File: config.mk
export PLATFORM = sky130hd
export DESIGN_NAME = mcs_wb_bridge
export DESIGN_NICKNAME = d
export VERILOG_FILES = /design/src/rtl/vanilla_pkg.sv /design/src/rtl/brg_timeout.sv /design/src/rtl/mcs_wb_bridge.sv
export SDC_FILE = /design/constraint.sdc
export NUM_CORES = 1
export LEC_CHECK = 0
export BUFFER_PORTS_ARGS = -buffer_cell sky130_fd_sc_hd__buf_4
export CORE_MARGIN = 10
export CORE_UTILIZATION = 38
export CTS_CLUSTER_SIZE = 8
export DETAILED_ROUTE_END_ITERATION = 8
export HOLD_SLACK_MARGIN = 0.03
export PLACE_DENSITY = 0.71
export SLEW_MARGIN = 10
export SYNTH_ARGS = -nofsm -noshare
export SYNTH_HDL_FRONTEND = slang
export SYNTH_SLANG_ARGS = --single-unit
File: constraint.sdc
create_clock -name clk -period 1.8 [get_ports clk]
set_input_delay 0.54 -clock clk [delete_from_list [all_inputs] [get_ports clk]]
set_output_delay 0.54 -clock clk [all_outputs]
set_load 0.005 [all_outputs]
File: src/rtl/vanilla_pkg.sv
// -----------------------------------------------------------------------------
// vanilla_pkg
// Shared types and constants for the MCS-to-WISHBONE bridge.
//   brg_state_t  : bridge FSM state encoding
//   DEF_ERR_DATA : read data handed back to the MCS on bus error or timeout
// -----------------------------------------------------------------------------
package vanilla_pkg;

   typedef enum logic [1:0] {
      IDLE = 2'd0,
      BUSY = 2'd1,
      RESP = 2'd2
   } brg_state_t;

   localparam logic [31:0] DEF_ERR_DATA = 32'hDEAD_BEEF;

endpackage : vanilla_pkg

File: src/rtl/brg_timeout.sv
// -----------------------------------------------------------------------------
// brg_timeout
// Wait-state watchdog for the bridge. Counts BUSY cycles that see neither ACK
// nor ERR and flags the cycle in which the count reaches TIMEOUT_CYC, so the
// FSM leaves BUSY on that same edge.
// Ports:
//   clk      : system clock
//   reset_n  : synchronous active-low reset
//   clr      : clear the count (request accepted, entering BUSY)
//   en       : a BUSY cycle without ACK/ERR
//   expired  : this cycle is the TIMEOUT_CYC-th wait cycle
// Parameters:
//   TIMEOUT_CYC : wait cycles before abort, >= 1
// -----------------------------------------------------------------------------
module brg_timeout #(
   parameter int TIMEOUT_CYC = 255
) (
   input  logic clk,
   input  logic reset_n,
   input  logic clr,
   input  logic en,
   output logic expired
);

   localparam int CW = $clog2(TIMEOUT_CYC + 1);

   logic [CW-1:0] cnt;

   // Saturates at TIMEOUT_CYC so a stalled count can never wrap.
   always_ff @(posedge clk) begin
      if (!reset_n) begin
         cnt <= '0;
      end else if (clr) begin
         cnt <= '0;
      end else if (en && (cnt != CW'(TIMEOUT_CYC))) begin
         cnt <= cnt + CW'(1);
      end
   end

   // The increment on this edge would reach TIMEOUT_CYC, so abort now.
   assign expired = en && (cnt == CW'(TIMEOUT_CYC - 1));

endmodule : brg_timeout

File: src/rtl/mcs_wb_bridge.sv
// -----------------------------------------------------------------------------
// mcs_wb_bridge
// Registered MicroBlaze MCS I/O bus to WISHBONE classic bridge. Decodes the
// FPro window, captures one MCS request, runs a single WISHBONE cycle with any
// number of wait states and finishes every accepted request with exactly one
// io_ready pulse (also on bus error and on timeout).
//
// Build option:
//   MCS_WB_BRIDGE_TIMEOUT_EN : when defined, a brg_timeout watchdog aborts a
//                              cycle after TIMEOUT_CYC wait cycles. When
//                              undefined, BUSY exits only on ACK_I or ERR_I
//                              and a silent slave hangs the bus.
//
// Ports:
//   clk, reset_n         : clock, synchronous active-low reset
//   io_addr_strobe       : MCS request strobe (one cycle)
//   io_read_strobe       : MCS read qualifier
//   io_write_strobe      : MCS write qualifier
//   io_byte_enable       : MCS byte lanes
//   io_address           : MCS byte address
//   io_write_data        : MCS write data
//   io_read_data         : read data back to the MCS
//   io_ready             : one-cycle completion pulse
//   CYC_O, STB_O, WE_O   : WISHBONE cycle, strobe, write enable
//   SEL_O                : WISHBONE byte select
//   ADDR_O               : WISHBONE word address
//   DAT_O / DAT_I        : WISHBONE write / read data
//   ACK_I, ERR_I         : WISHBONE acknowledge / error
//   bus_err_o            : sticky error flag, cleared only by reset
//
// state | meaning
// ------+------------------------------------------------------------
// IDLE  | waiting for an in-window MCS strobe
// BUSY  | WISHBONE cycle in progress, CYC_O/STB_O high
// RESP  | io_ready high for one cycle, strobes dropped
// -----------------------------------------------------------------------------
module mcs_wb_bridge
   import vanilla_pkg::*;
#(
   parameter int                ADDR_W      = 32,
   parameter int                MMIO_AW     = 21,
   parameter int                DW          = 32,
   parameter logic [ADDR_W-1:0] BRG_BASE    = ADDR_W'(32'hc000_0000),
   parameter int                TIMEOUT_CYC = 255,
   parameter logic [DW-1:0]     ERR_DATA    = DW'(DEF_ERR_DATA)
) (
   input  logic                clk,
   input  logic                reset_n,
   input  logic                io_addr_strobe,
   input  logic                io_read_strobe,
   input  logic                io_write_strobe,
   input  logic [DW/8-1:0]     io_byte_enable,
   input  logic [ADDR_W-1:0]   io_address,
   input  logic [DW-1:0]       io_write_data,
   output logic [DW-1:0]       io_read_data,
   output logic                io_ready,
   output logic                CYC_O,
   output logic                STB_O,
   output logic                WE_O,
   output logic [DW/8-1:0]     SEL_O,
   output logic [MMIO_AW-1:0]  ADDR_O,
   output logic [DW-1:0]       DAT_O,
   input  logic [DW-1:0]       DAT_I,
   input  logic                ACK_I,
   input  logic                ERR_I,
   output logic                bus_err_o
);

   brg_state_t state;
   logic       in_window;
   logic       accept;
   logic       expired;

   // Top byte must match the base; the next bit selects the upper half of
   // the window, which belongs to another agent.
   assign in_window = (io_address[ADDR_W-1:ADDR_W-8] == BRG_BASE[ADDR_W-1:ADDR_W-8])
                      && !io_address[ADDR_W-9];
   assign accept    = (state == IDLE) && io_addr_strobe && in_window;

   // Word addressing: byte offset bits never reach the bus.
   logic unused_addr;
   assign unused_addr = ^io_address[1:0];

`ifdef MCS_WB_BRIDGE_TIMEOUT_EN
   brg_timeout #(
      .TIMEOUT_CYC (TIMEOUT_CYC)
   ) u_timeout (
      .clk     (clk),
      .reset_n (reset_n),
      .clr     (accept),
      .en      ((state == BUSY) && !ACK_I && !ERR_I),
      .expired (expired)
   );
`else
   assign expired = 1'b0;

   logic unused_timeout_cfg;
   assign unused_timeout_cfg = (TIMEOUT_CYC > 0);
`endif

   always_ff @(posedge clk) begin
      if (!reset_n) begin
         state        <= IDLE;
         io_read_data <= '0;
         io_ready     <= 1'b0;
         CYC_O        <= 1'b0;
         STB_O        <= 1'b0;
         WE_O         <= 1'b0;
         SEL_O        <= '0;
         ADDR_O       <= '0;
         DAT_O        <= '0;
         bus_err_o    <= 1'b0;
      end else begin
         io_ready <= 1'b0;
         case (state)
            IDLE: begin
               if (accept) begin
                  state  <= BUSY;
                  CYC_O  <= 1'b1;
                  STB_O  <= 1'b1;
                  ADDR_O <= io_address[MMIO_AW+1:2];
                  DAT_O  <= io_write_data;
                  SEL_O  <= io_byte_enable;
                  WE_O   <= io_write_strobe & ~io_read_strobe;
               end
            end
            BUSY: begin
               // ACK takes precedence over a simultaneous ERR.
               if (ACK_I) begin
                  state    <= RESP;
                  CYC_O    <= 1'b0;
                  STB_O    <= 1'b0;
                  io_ready <= 1'b1;
                  if (!WE_O) begin
                     io_read_data <= DAT_I;
                  end
               end else if (ERR_I || expired) begin
                  state        <= RESP;
                  CYC_O        <= 1'b0;
                  STB_O        <= 1'b0;
                  io_ready     <= 1'b1;
                  io_read_data <= ERR_DATA;
                  bus_err_o    <= 1'b1;
               end
            end
            RESP: begin
               state <= IDLE;
            end
            default: begin
               state <= IDLE;
               CYC_O <= 1'b0;
               STB_O <= 1'b0;
            end
         endcase
      end
   end

endmodule : mcs_wb_bridge

==> impl_metrics.xml, run 1 <==
<?xml version="1.0" encoding="UTF-8"?>
<metrics>
  <group name="outcome">
    <metric name="status" unit="">complete, no violations</metric>
  </group>
  <group name="pwr">
    <metric name="power_switching_share" unit="%">20.6</metric>
    <metric name="power-per-cell-area" unit="mW/mm^2">743</metric>
    <metric name="max-vdd-ir-drop" unit="mV">0.362</metric>
    <metric name="cell_internal_pwr" unit="uW">3060</metric>
    <metric name="power.switching" unit="uW">794</metric>
    <metric name="combPwrFrac" unit="%">7.2</metric>
    <metric name="power.sequential.fraction" unit="%">54.6</metric>
    <metric name="p_leak" unit="uW">0.00229</metric>
    <metric name="clockPowerShare" unit="%">38.3</metric>
  </group>
  <group name="floorplan">
    <metric name="die_width" unit="microns">115</metric>
    <metric name="boundaryPins" unit="">201</metric>
    <metric name="die_area" unit="sq mm">0.0132</metric>
    <metric name="row_count" unit="">34</metric>
    <metric name="die_y" unit="microns">115</metric>
    <metric name="start_util" unit="%">39.1</metric>
    <metric name="core_area" unit="sq mm">0.00876</metric>
  </group>
  <group name="yosys">
    <metric name="yosysWarnings" unit="">0</metric>
    <metric name="post_synth.cell_area_avg" unit="sq um">9.37</metric>
    <metric name="synth.net_count" unit="">473</metric>
    <metric name="synth-seq-cells" unit="">95</metric>
    <metric name="synth_cell_type_count" unit="">27</metric>
    <metric name="netlist_area" unit="sq mm">0.00343</metric>
    <metric name="syn_inst" unit="">366</metric>
    <metric name="synth_sequential_area_ratio" unit="%">55.4</metric>
  </group>
  <group name="min_path">
    <metric name="holdCritPathClass" unit="">in2reg</metric>
    <metric name="hold_path_startpoint" unit="">io_read_strobe</metric>
    <metric name="hold_path_depth" unit="">2</metric>
    <metric name="hold_worst_path_end" unit="">WE_O</metric>
  </group>
  <group name="global_route">
    <metric name="grt_pass1_vias" unit="">3182</metric>
    <metric name="remaining_overflow_grt" unit="">0</metric>
    <metric name="grt_start_max_net_pins" unit="">87</metric>
    <metric name="first_pass_grt_wire_length" unit="microns">16100</metric>
    <metric name="combined_global_route_utilization_of_all_metal_layers" unit="%">14.8</metric>
    <metric name="antenna_violations_before_repair" unit="">0</metric>
  </group>
  <group name="layout">
    <metric name="final_core_util" unit="%">59.1</metric>
    <metric name="flow.area_growth_from_synthesis" unit="%">51.0</metric>
    <metric name="layout.cell_area.non_filler" unit="sq mm">0.00518</metric>
    <metric name="layout.nets" unit="">657</metric>
    <metric name="ratio_of_cells_with_drive_above_1_in_the_final_layout" unit="%">41.3</metric>
    <metric name="n_diodes" unit="">0</metric>
  </group>
  <group name="worst_setup_path">
    <metric name="worst-path-max-fanout" unit="">24</metric>
    <metric name="reg2reg_to" unit="">io_read_data[27]</metric>
    <metric name="setup.worst_path.start_class" unit="">register</metric>
    <metric name="critPathCaptureType" unit="">register</metric>
    <metric name="critical_path_arrival" unit="ns">1.67</metric>
    <metric name="crit-reg2reg-launch" unit="">state[1]</metric>
    <metric name="ff2ff_path_depth" unit="">4</metric>
    <metric name="worst_path_required" unit="ns">2.03</metric>
    <metric name="flop2flop_setup_slack" unit="ns">0.36</metric>
    <metric name="criticalPathCategory" unit="">reg2reg</metric>
  </group>
  <group name="timing">
    <metric name="unrepaired_setup_endpoints_after_global_routing" unit="">false</metric>
    <metric name="clock_skew" unit="ns">0.00827</metric>
    <metric name="report.final.hold_viol_count" unit="">0</metric>
    <metric name="final.min_clock_period" unit="ns">1.44</metric>
    <metric name="tightest_slew" unit="ns">0.337</metric>
    <metric name="max_slew_margin" unit="%">77.5</metric>
    <metric name="fmax" unit="MHz">695</metric>
    <metric name="timing.final.max_slew_violations" unit="">0</metric>
    <metric name="layout_setup_ws" unit="ns">0.362</metric>
    <metric name="finalSetupViolCount" unit="">0</metric>
    <metric name="final_min_period_over_clock_period" unit="%">79.9</metric>
  </group>
  <group name="clock_network">
    <metric name="clkTransAtPathRegs" unit="ns">0.09</metric>
    <metric name="cts_made_buffers" unit="">9</metric>
    <metric name="cts_buffer_depth" unit="">2</metric>
    <metric name="clkSinkCount" unit="">95</metric>
    <metric name="cts_resized" unit="">0</metric>
    <metric name="cts_setup_buffers" unit="">0</metric>
    <metric name="cts_tree" unit="">built</metric>
    <metric name="holdBufCountCts" unit="">0</metric>
    <metric name="ctsHtreeMaxLevel" unit="">3</metric>
    <metric name="worst_skew_pair.late_latency" unit="ns">0.34</metric>
    <metric name="clock-root-buffer" unit="">clkbuf_8</metric>
  </group>
  <group name="routing">
    <metric name="post-route-drc-count" unit="">0</metric>
    <metric name="dr_total_vias" unit="">3226</metric>
    <metric name="drt_wl_total" unit="microns">10300</metric>
    <metric name="drtIter0Drc" unit="">149</metric>
    <metric name="routed_wire_length_per_instance" unit="microns">15.5</metric>
    <metric name="antenna_viol_nets_final" unit="">0</metric>
    <metric name="drtPass1Iterations" unit="">4</metric>
    <metric name="avgViaCountPerCell" unit="">4.87</metric>
  </group>
  <group name="placed_design">
    <metric name="routabilityCongestion" unit="">0.764</metric>
    <metric name="port-buffer-count" unit="">198</metric>
    <metric name="dpl_cell_area" unit="sq mm">0.00498</metric>
    <metric name="place_ws" unit="ns">-0.00568</metric>
    <metric name="hpwlAfterDp" unit="microns">7950</metric>
  </group>
  <group name="flow_run">
    <metric name="drv_cap" unit="">0</metric>
  </group>
</metrics>
[kinds of logic after synthesis]
| group | synth area share (%) |
|---|---|
| DFF | 55.4 |
| buffers and inverters | 5.94 |
| and+or+nand+nor | 18.9 |
| AOI/OAI and AO/OA | 19.7 |
[placed cells by master, fill, tap and decap left out]
cell type / n
nor2_1: 4
nor4bb_1: 1
o21ai_0: 28
nand2_1: 59
dfxtp_1: 95
buf_12: 3
o31a_1: 1
buf_4: 206
nand3_1: 58
a21boi_0: 1
nand3_4: 1
clkinv_2: 2
o31ai_1: 2
o21ai_1: 30
o21a_1: 1
nor4b_2: 1
clkbuf_8: 9
o221a_2: 4
nand2b_1: 3
a21oi_2: 1
a21o_1: 1
nor4_1: 1
o221a_1: 20
a22oi_1: 8
nor2b_1: 9
clkbuf_1: 3
or2_1: 1
bufinv_16: 2
[flip-flops by register name, summed over array words and instances, names as in the netlist]
name and flops:
ADDR_O 21, DAT_O 32, SEL_O 4, STB_O 1, WE_O 1, bus_err_o 1, io_read_data 32, io_ready 1
state 2
[layer usage]
| layer | wire (microns) | GRT usage, % |
|---|---|---|
| met5 | 0 | 0 |
| met4 | 126 | 4.87 |
| met3 | 1390 | 8.33 |
| met2 | 4550 | 22.8 |
| met1 | 4230 | 17.1 |
[power by group through the flow]
stage	logic, uW	clock network (uW)	registers, uW
2_1_floorplan	83.4	0	2150
3_3_place_gp	273	0	2150
3_5_place_dp	278	0	2150
4_1_cts	279	1530	2100
5_1_grt	306	1610	2100
6_report	276	1470	2100
[Yosys cell counts (all sizes together)]
library cell,count,share of area [%]
nor2b,9,1.6
clkbuf,17,1.9
buf,19,4.1
or2,1,0.18
a21o,1,0.22
o21a,1,0.22
nor4b,1,0.44
nand3,59,8.8
nor4bb,1,0.29
o221a,24,7.9
a22oi,8,1.8
o31ai,2,0.44
o31a,1,0.26
a21boi,1,0.22
nor4,1,0.18
a21oi,1,0.26
o21ai,58,8.5
nor2,4,0.44
dfxtp,95,55
nand2b,3,0.55
nand2,59,6.5
[final cells by class]
cell class              count  area, sq um
clock buffers              12          135
repair buffers            209         1610
fillers                   803         3580
clock inverters             4         70.1
multi-input cells         235         1330
well taps                 108          135
flip-flops and latches     95         1900
[through the flow]
step / setup TNS (ns) / cells / power, uW / hold slack [ns]
4_1_cts: 0 / 663 / 3910 / 0.363
6_report: 0 / 663 / 3850 / 0.385
5_1_grt: 0 / 663 / 4010 / 0.376
2_1_floorplan: 0 / 366 / 2230 / 0.453
3_3_place_gp: 0 / 647 / 2420 / 0.444
3_5_place_dp: -0.00568 / 647 / 2430 / 0.449
[worst max path at each step]
stage	from	to	slack, ns
CTS	STB_O	STB_O	0.35
finish	state[1]	io_read_data[27]	0.36
global route	state[1]	WE_O	0.24
detailed placement	io_address[25]	WE_O	-0.006
global placement	io_address[29]	WE_O	0.03
floorplan	io_address[29]	ADDR_O[0]	0.19
[critical path: stages, from the launching register on]
cell      delay [ns]
dfxtp_1         0.33
nand2b_1        0.25
or2_1           0.27
buf_4           0.21
o221a_2         0.26
Note: power is estimated with default switching activity, not from simulation.
==> inputs of run 2 (changes only) <==
--- a/config.mk
+++ b/config.mk
@@ -11,7 +11,7 @@
 export CTS_CLUSTER_SIZE = 8
 export DETAILED_ROUTE_END_ITERATION = 8
 export HOLD_SLACK_MARGIN = 0.03
-export PLACE_DENSITY = 0.71
+export PLACE_DENSITY = 0.74
 export SLEW_MARGIN = 10
 export SYNTH_ARGS = -nofsm -noshare
 export SYNTH_HDL_FRONTEND = slang
==> constraint.sdc (replaced) <==
create_clock -name clk -period 1.2 [get_ports clk]
set_input_delay 0.36 -clock clk [delete_from_list [all_inputs] [get_ports clk]]
set_output_delay 0.36 -clock clk [all_outputs]
set_load 0.005 [all_outputs]
==> impl_metrics.xml, run 2 (same netlist as run 1, synthesis figures left out) <==
<?xml version="1.0" encoding="UTF-8"?>
<metrics>
  <group name="pwr">
    <metric name="max-vdd-ir-drop" unit="mV">0.826</metric>
    <metric name="p_leak" unit="uW">0.00253</metric>
    <metric name="power-per-cell-area" unit="mW/mm^2">982</metric>
  </group>
  <group name="clock_network">
    <metric name="clkSinkCount" unit="">95</metric>
    <metric name="clkTransAtPathRegs" unit="ns">0.09</metric>
    <metric name="cts_made_buffers" unit="">9</metric>
    <metric name="ctsHtreeMaxLevel" unit="">3</metric>
    <metric name="worst_skew_pair.late_latency" unit="ns">0.35</metric>
    <metric name="holdBufCountCts" unit="">0</metric>
    <metric name="cts_tree" unit="">built</metric>
    <metric name="cts_buffer_depth" unit="">2</metric>
    <metric name="clock-root-buffer" unit="">clkbuf_8</metric>
  </group>
  <group name="worst_setup_path">
    <metric name="worst-path-max-fanout" unit="">64</metric>
    <metric name="critical_path_arrival" unit="ns">1.56</metric>
    <metric name="critPathCaptureType" unit="">register</metric>
    <metric name="flop2flop_setup_slack" unit="ns">-0.13</metric>
    <metric name="ff2ff_path_depth" unit="">5</metric>
    <metric name="setup.worst_path.start_class" unit="">register</metric>
    <metric name="criticalPathCategory" unit="">reg2reg</metric>
    <metric name="reg2reg_to" unit="">DAT_O[18]</metric>
    <metric name="critical_path.startpoint" unit="">state[1]</metric>
    <metric name="setup.worst_path.end" unit="">DAT_O[18]</metric>
    <metric name="crit-reg2reg-launch" unit="">state[1]</metric>
    <metric name="worst_path_required" unit="ns">1.42</metric>
  </group>
  <group name="placed_design">
    <metric name="port-buffer-count" unit="">198</metric>
    <metric name="routabilityCongestion" unit="">0.732</metric>
    <metric name="dpl_cell_area" unit="sq mm">0.00514</metric>
    <metric name="place_ws" unit="ns">-0.300</metric>
    <metric name="hpwlAfterDp" unit="microns">8570</metric>
  </group>
  <group name="timing">
    <metric name="clock_skew" unit="ns">0.00920</metric>
    <metric name="finalSetupViolCount" unit="">93</metric>
    <metric name="max_slew_margin" unit="%">81.9</metric>
    <metric name="tightest_slew" unit="ns">0.272</metric>
    <metric name="final.min_clock_period" unit="ns">1.33</metric>
    <metric name="timing.final.max_slew_violations" unit="">0</metric>
    <metric name="final_min_period_over_clock_period" unit="%">111</metric>
    <metric name="report.final.hold_viol_count" unit="">0</metric>
    <metric name="unrepaired_setup_endpoints_after_global_routing" unit="">true</metric>
    <metric name="fmax" unit="MHz">750</metric>
    <metric name="layout_setup_ws" unit="ns">-0.134</metric>
  </group>
  <group name="flow_run">
    <metric name="drv_cap" unit="">0</metric>
  </group>
  <group name="layout">
    <metric name="largestRegisters" unit="">DAT_O (32), io_read_data (32), ADDR_O (21)</metric>
    <metric name="layout.cell_area.non_filler" unit="sq mm">0.00582</metric>
    <metric name="layout.nets" unit="">678</metric>
    <metric name="flow.area_growth_from_synthesis" unit="%">69.7</metric>
    <metric name="final_common_cell" unit="">buf_4</metric>
    <metric name="n_diodes" unit="">0</metric>
    <metric name="layout_common_cells" unit="">buf_4 (173), dfxtp_2 (74), nand2_1 (59), nand3_1 (58), buf_6 (47)</metric>
    <metric name="ratio_of_cells_with_drive_above_1_in_the_final_layout" unit="%">59.5</metric>
  </group>
  <group name="routing">
    <metric name="drt_wl_total" unit="microns">12000</metric>
    <metric name="dr_total_vias" unit="">3413</metric>
    <metric name="avgViaCountPerCell" unit="">4.99</metric>
    <metric name="routed_wire_length_per_instance" unit="microns">17.5</metric>
    <metric name="post-route-drc-count" unit="">0</metric>
    <metric name="drtIter0Drc" unit="">197</metric>
    <metric name="drtPass1Iterations" unit="">4</metric>
    <metric name="antenna_viol_nets_final" unit="">0</metric>
  </group>
  <group name="global_route">
    <metric name="first_pass_grt_wire_length" unit="microns">17000</metric>
    <metric name="grt_start_max_net_pins" unit="">65</metric>
    <metric name="remaining_overflow_grt" unit="">0</metric>
    <metric name="antenna_violations_before_repair" unit="">0</metric>
    <metric name="grt_pass1_vias" unit="">3362</metric>
    <metric name="combined_global_route_utilization_of_all_metal_layers" unit="%">15.9</metric>
  </group>
  <group name="floorplan">
    <metric name="row_count" unit="">34</metric>
    <metric name="die_area" unit="sq mm">0.0132</metric>
    <metric name="core_area" unit="sq mm">0.00876</metric>
    <metric name="die_width" unit="microns">115</metric>
    <metric name="boundaryPins" unit="">201</metric>
    <metric name="die_y" unit="microns">115</metric>
    <metric name="start_util" unit="%">39.1</metric>
  </group>
  <group name="outcome">
    <metric name="status" unit="">finished with violations</metric>
    <metric name="failing_checks" unit="">negative setup slack</metric>
  </group>
  <group name="min_path">
    <metric name="holdCritPathClass" unit="">in2reg</metric>
    <metric name="hold_path_depth" unit="">2</metric>
  </group>
</metrics>
-- run 2: worst min path at each step --
stage | startpoint | endpoint | slack (ns)
floorplan | ADDR_O[0] | ADDR_O[0] | 0.45
global placement | DAT_O[27] | DAT_O[27] | 0.44
CTS | io_read_strobe | WE_O | 0.17
global route | io_read_strobe | WE_O | 0.18
finish | io_read_strobe | WE_O | 0.20
detailed placement | DAT_O[0] | DAT_O[0] | 0.45
-- run 2: metrics by stage --
step / hold slack (ns) / util (%) / std cells / TNS (ns) / power (uW)
2_1_floorplan: 0.453 / - / 366 / -9.47 / 3360
3_3_place_gp: 0.444 / 58.6 / 652 / -19.54 / 3670
3_5_place_dp: 0.450 / 58.6 / 652 / -21.08 / 3680
4_1_cts: 0.167 / 62.2 / 672 / -9.35 / 5780
5_1_grt: 0.180 / 66.4 / 684 / -15.82 / 5940
6_report: 0.196 / 66.4 / 684 / -9.28 / 5720
-- run 2: cell type report --
cell class	count	area [sq um]
multi-input cells	238	1520
clock inverters	5	57.6
flip-flops and latches	95	2000
repair buffers	227	1970
clock buffers	11	141
fillers	696	2940
well taps	108	135
-- run 2: worst max-delay path, stage by stage (launching register included) --
cell and delay (ns):
dfxtp_2 0.35, nor4b_4 0.32, nand3_4 0.14, buf_12 0.21, nand3_1 0.10, o21ai_0 0.08
-- run 2: timing repair --
item | CTS | global route
buffers inserted | 2 | 12
gates cloned | 3 | 0
endpoints found under the hold margin | 0 | 0
pin swaps | 11 | 6
gates resized for setup | 34 | 109
setup endpoints to repair | 105 | 165
-- run 2: power breakdown --
group / switching [uW] / internal (uW) / total [uW]
combinational: 185 / 286 / 472
sequential: 1.22 / 3150 / 3150
clock: 1080 / 1020 / 2100
total: 1270 / 4450 / 5720
-- run 2: per-layer routing --
| metal | share of wire (%) | track usage, % | up-vias |
|---|---|---|---|
| li1 | - | - | 1705 |
| met1 | 35 | 15.8 | 1548 |
| met2 | 50 | 27.4 | 143 |
| met3 | 13 | 8.85 | 17 |
| met4 | 1.6 | 5.28 | 0 |
| met5 | 0 | 0 | - |
